--- src/rtl/hazard_stall_ctrl.sv ---
// Pipeline hazard controller: drives bubble/flush of IF/ID, ID/EX, EX/MEM, MEM/WB segment registers.
// Optional performance counters are built when HAZARD_PERF_CNT_EN is defined.
module hazard_stall_ctrl #(
    parameter int MISS_TIMEOUT = 1024,
    parameter int CNT_W        = 16
) (
    input  logic             clk,
    input  logic             rst,
    input  logic [1:0]       reg_read_en_ID,
    input  logic [4:0]       rs1_ID,
    input  logic [4:0]       rs2_ID,
    input  logic [4:0]       rd_EX,
    input  logic             load_EX,
    input  logic             br_EX,
    input  logic             jalr_EX,
    input  logic             jal_ID,
    input  logic             miss_MEM,
    output logic             bubbleF,
    output logic             bubbleD,
    output logic             bubbleE,
    output logic             bubbleM,
    output logic             bubbleW,
    output logic             flushF,
    output logic             flushD,
    output logic             flushE,
    output logic             flushM,
    output logic             flushW,
    output logic             stalled,
    output logic [CNT_W-1:0] miss_cycles,
`ifdef HAZARD_PERF_CNT_EN
    output logic [CNT_W-1:0] perf_stall_cycles,
    output logic [CNT_W-1:0] perf_loaduse,
    output logic [CNT_W-1:0] perf_ctrl_flush,
`endif
    output logic             miss_timeout
);

    typedef enum logic {RUN = 1'b0, MISS = 1'b1} state_t;

    localparam logic [CNT_W-1:0] CNT_MAX   = '1;
    localparam logic [CNT_W-1:0] TIMEOUT_C = CNT_W'(MISS_TIMEOUT);

    state_t           state, state_nxt;
    logic [CNT_W-1:0] miss_cycles_nxt;
    logic             load_use;
    logic             stall_evt, loaduse_evt, ctrl_evt;

    assign load_use = load_EX && (rd_EX != 5'd0) &&
                      ((reg_read_en_ID[0] && (rs1_ID == rd_EX)) ||
                       (reg_read_en_ID[1] && (rs2_ID == rd_EX)));

    assign stalled = (state == MISS);

    always_comb begin
        state_nxt       = state;
        miss_cycles_nxt = miss_cycles;
        bubbleF = 1'b0; bubbleD = 1'b0; bubbleE = 1'b0; bubbleM = 1'b0; bubbleW = 1'b0;
        flushF  = 1'b0; flushD  = 1'b0; flushE  = 1'b0; flushM  = 1'b0; flushW  = 1'b0;
        stall_evt   = 1'b0;
        loaduse_evt = 1'b0;
        ctrl_evt    = 1'b0;

        case (state)
            RUN: begin
                if (miss_MEM) begin
                    state_nxt       = MISS;
                    miss_cycles_nxt = {{(CNT_W-1){1'b0}}, 1'b1};
                end
            end
            MISS: begin
                if (miss_MEM) begin
                    if (miss_cycles != CNT_MAX) miss_cycles_nxt = miss_cycles + 1'b1;
                end else begin
                    state_nxt = RUN;
                end
            end
            default: state_nxt = RUN;
        endcase

        // A live miss masks branch and load-use; they are seen again once the held instructions resume.
        if (!rst) begin
            flushF = 1'b1; flushD = 1'b1; flushE = 1'b1; flushM = 1'b1; flushW = 1'b1;
        end else if (miss_MEM) begin
            bubbleF = 1'b1; bubbleD = 1'b1; bubbleE = 1'b1; bubbleM = 1'b1;
            flushW    = 1'b1;
            stall_evt = 1'b1;
        end else if (br_EX || jalr_EX) begin
            flushD   = 1'b1;
            flushE   = 1'b1;
            ctrl_evt = 1'b1;
        end else if (jal_ID) begin
            flushD   = 1'b1;
            ctrl_evt = 1'b1;
        end else if (load_use) begin
            bubbleF     = 1'b1;
            bubbleD     = 1'b1;
            flushE      = 1'b1;
            loaduse_evt = 1'b1;
        end
    end

    always_ff @(posedge clk) begin
        if (!rst) begin
            state        <= RUN;
            miss_cycles  <= '0;
            miss_timeout <= 1'b0;
        end else begin
            state       <= state_nxt;
            miss_cycles <= miss_cycles_nxt;
            if (miss_MEM && (miss_cycles_nxt >= TIMEOUT_C)) miss_timeout <= 1'b1;
        end
    end

`ifdef HAZARD_PERF_CNT_EN
    always_ff @(posedge clk) begin
        if (!rst) begin
            perf_stall_cycles <= '0;
            perf_loaduse      <= '0;
            perf_ctrl_flush   <= '0;
        end else begin
            if (stall_evt && (perf_stall_cycles != CNT_MAX))
                perf_stall_cycles <= perf_stall_cycles + 1'b1;
            if (loaduse_evt && (perf_loaduse != CNT_MAX))
                perf_loaduse <= perf_loaduse + 1'b1;
            if (ctrl_evt && (perf_ctrl_flush != CNT_MAX))
                perf_ctrl_flush <= perf_ctrl_flush + 1'b1;
        end
    end
`else
    logic unused_evt;
    assign unused_evt = stall_evt ^ loaduse_evt ^ ctrl_evt;
`endif

endmodule

--- config.mk ---
export PLATFORM = sky130hd
export DESIGN_NAME = hazard_stall_ctrl
export DESIGN_NICKNAME = d
export VERILOG_FILES = /design/src/rtl/hazard_stall_ctrl.sv
export SDC_FILE = /design/constraint.sdc
export NUM_CORES = 1
export LEC_CHECK = 0
export BUFFER_PORTS_ARGS = -buffer_cell sky130_fd_sc_hd__clkbuf_2
export CORE_MARGIN = 3
export CORE_UTILIZATION = 35
export CTS_CLUSTER_SIZE = 16
export DETAILED_ROUTE_END_ITERATION = 7
export SKIP_CTS_REPAIR_TIMING = 1
export SLEW_MARGIN = 20
export SYNTH_ARGS = -nofsm -noshare
export SYNTH_HDL_FRONTEND = slang
export SYNTH_SLANG_ARGS = --single-unit
--- constraint.sdc ---
create_clock -name clk -period 2.75 [get_ports clk]
set_input_delay 0.275 -clock clk [delete_from_list [all_inputs] [get_ports clk]]
set_output_delay 0.275 -clock clk [all_outputs]
set_load 0.05 [all_outputs]
==> qor.csv <==
stage,metric,value,unit
yosys,synthCells,155,
sta,finalHoldViolCount,0,
sta,setup_tns,0,ns
yosys,ys.flop_type,dfxtp_1,
clocking,h-tree-depth,1,
clocking,tritoncts,done,
yosys,synth_cell_types,47,
critical_path,crit_start,rd_EX[2],
critical_path,reg2reg_depth,5,
yosys,syn-num-nets,180,
drt,drt-pass1-iter-count,4,
grt,overflow,0,
yosys,synthTopCellsByArea,"dfxtp_1 (28%), xor2_1 (5.5%), nor4_1 (4.4%), nand2_1 (3.8%), nor2_1 (3.8%)",
drt,wl_per_cell,14.4,um
drt,vias,1364,
sta,period_needed,2.12,ns
clocking,cts_sinks,18,
placement,gp_congestion,0.895,
sta,worst_slew_pin_slew,0.525,ns
yosys,synth_top_area_share,28.4,%
yosys,synth_area,1270,um^2
final_layout,area_delta_synth_final,22.1,%
clocking,clkLatencyLatePin,0.30,ns
die,die_h,66.2,um
placement,dp_cells,242,
sta,postLayoutSetupSlackWorst,0.626,ns
grt,grt_pass1_wl,5590,um
die,dieArea,4390,um^2
die,die_width,66.2,um
yosys,yosysSeqAreaShare,28.4,%
placement,io_buffers,50,
sta,min_period_over_period,77.2,%
clocking,clkTransAtPathRegs,0.10,ns
worst_hold_path,hold_path.class,input port to flip-flop,
sta,final_max_slew_viol_count,0,
final_layout,finish.net_count,226,
clocking,root_buffer,clkbuf_4,
drt,drc_errors,0,
die,rows,21,
status,status,finished clean,
critical_path,arrival,1.85,ns
drt,antenna_left,0,
critical_path,timing.critical_path.to,bubbleD,
sta,fin_worst_skew,0.00487,ns
yosys,synth_edf_count,0,
sta,finalSetupViolCount,0,
yosys,synth.avg_cell_area,8.19,um^2
grt,antenna_found_initial,0,
clocking,cts_buffers,3,
placement,dpl.hpwl,2670,um
sta,relSlewSlack,64.7,%
placement,place_ws,0.622,ns
sta,whs,0.408,ns
critical_path,r2r_end,miss_cycles[5],
yosys,yosysTopAreaCell,dfxtp_1,
yosys,synth.ff_latch_count,18,
job,drv_cap,0,
critical_path,crit_path_start_kind,input port,
critical_path,reg2reg_from,miss_cycles[3],
die,io_pins,52,
final_layout,fill_cells,361,
drt,vias_per_cell,5.57,
power,total_leakage_power,0.680,nW
clocking,clock_path_buffers,2,
power,powerDensity,328,nW/um^2
sta,grt_setup_unrepaired,false,
die,coreArea,3420,um^2
final_layout,drive_above_1_share,31.2,%
yosys,yosys_warnings,0,
yosys,synthArstFlopShare,0,%
die,start_util,37.2,%
grt,grt_pass1_vias,1205,
sta,fmax,471,MHz
grt,track_usage,16.2,%
drt,wl,3520,um
final_layout,diodes,0,
critical_path,path_max_fanout,3,
critical_path,r2r_slack,0.74,ns
final_layout,finalNonFillerCells,245,
power,ir_drop,0.246,mV
critical_path,crit_type,input port to output pin,
drt,drt_iter0_markers,106,
critical_path,end_kind,output pin,
grt,grt_max_degree,17,
final_layout,final_cell_mix,"clkbuf_2 (50), dfxtp_1 (18), nand2_1 (13), nor2_1 (13), nor4_1 (9)",
critical_path,crit_required,2.48,ns
final_layout,final_common_cell,clkbuf_2,
## state kept, by name, indices dropped and copies added, names as in the netlist
| register | flops |
|---|---|
| stalled | 1 |
| miss_timeout | 1 |
| miss_cycles | 16 |
## cell usage after synthesis (2+ instances only)
| cell | n |
|---|---|
| clkbuf_1 | 3 |
| nor4_1 | 9 |
| buf_4 | 4 |
| and2_1 | 5 |
| nand4_1 | 7 |
| nand2_1 | 13 |
| and3_1 | 4 |
| a31oi_1 | 4 |
| xnor2_1 | 2 |
| mux2_1 | 3 |
| nand3_1 | 8 |
| o21a_1 | 2 |
| nor2_1 | 13 |
| nand4_4 | 2 |
| a41oi_1 | 2 |
| xor2_1 | 8 |
| o21ai_0 | 5 |
| a21oi_1 | 3 |
| mux2i_1 | 3 |
| a211oi_1 | 3 |
| inv_1 | 3 |
| dfxtp_1 | 18 |
| nand2b_1 | 4 |
| nor3_1 | 4 |
## critical path: stages
cell	delay, ns
clkbuf_2	0.11
xor2_1	0.16
nor4_1	0.26
nand3_1	0.11
a2111o_1	0.43
o22ai_1	0.18
clkbuf_2	0.31
## per-layer routing
layer | wire length, um | vias up | part of all wire [%] | GRT usage (%)
li1 | - | 672 | - | -
met2 | 1630 | 50 | 46 | 24.9
met4 | 14 | 0 | 0.40 | 3.05
met5 | 0 | - | 0 | 0
met3 | 216 | 2 | 6.1 | 3.74
met1 | 1660 | 640 | 47 | 23.0
## power by group
part / total (mW) / internal (mW) / switching, mW
sequential: 0.267 / 0.263 / 0.00429
clock: 0.133 / 0.0510 / 0.0822
combinational: 0.108 / 0.0324 / 0.0760
## cells by family (layout without fill, tap and decap cells)
| kind of cell | Yosys count | in the layout | share of synthesized area [%] |
|---|---|---|---|
| mux | 7 | 7 | 5.91 |
| fa+ha+maj | 1 | 1 | 0.985 |
| other cells | 1 | 1 | 0.295 |
| buf+inv | 12 | 56 | 4.83 |
| xor+xnor | 10 | 10 | 6.90 |
| flops | 18 | 18 | 28.4 |
| simple gates | 78 | 78 | 36.9 |
| compound gates | 28 | 28 | 15.8 |
## final cells by class
type / instances / area (um^2) / area share, %
Multi-Input combinational cell: 125 / 848 / 54.7
Inverter: 3 / 11.3 / 0.726
Timing Repair Buffer: 50 / 250 / 16.1
Clock buffer: 3 / 22.5 / 1.45
Sequential cell: 18 / 360 / 23.2
Tap cell: 46 / 57.6 / 3.71
## stage by stage
stage | total power [mW] | utilization [%] | instance area, um^2
4_1_cts | 0.513 | 45.4 | 1550
5_1_grt | 0.534 | 45.4 | 1550
2_1_floorplan | 0.347 | - | 1270
3_3_place_gp | 0.379 | 44.7 | 1530
6_report | 0.509 | 45.4 | 1550
3_5_place_dp | 0.381 | 44.7 | 1530
## worst min-delay path by stage
stage | startpoint | endpoint | cells past startpoint
2_1_floorplan | rst | miss_timeout | 2
3_3_place_gp | miss_cycles[7] | miss_cycles[7] | 2
3_5_place_dp | miss_cycles[7] | miss_cycles[7] | 2
4_1_cts | rst | miss_cycles[3] | 2
5_1_grt | miss_MEM | miss_cycles[2] | 2
6_report | rst | miss_cycles[3] | 2
No activity file was read; power rests on OpenSTA's default activity.
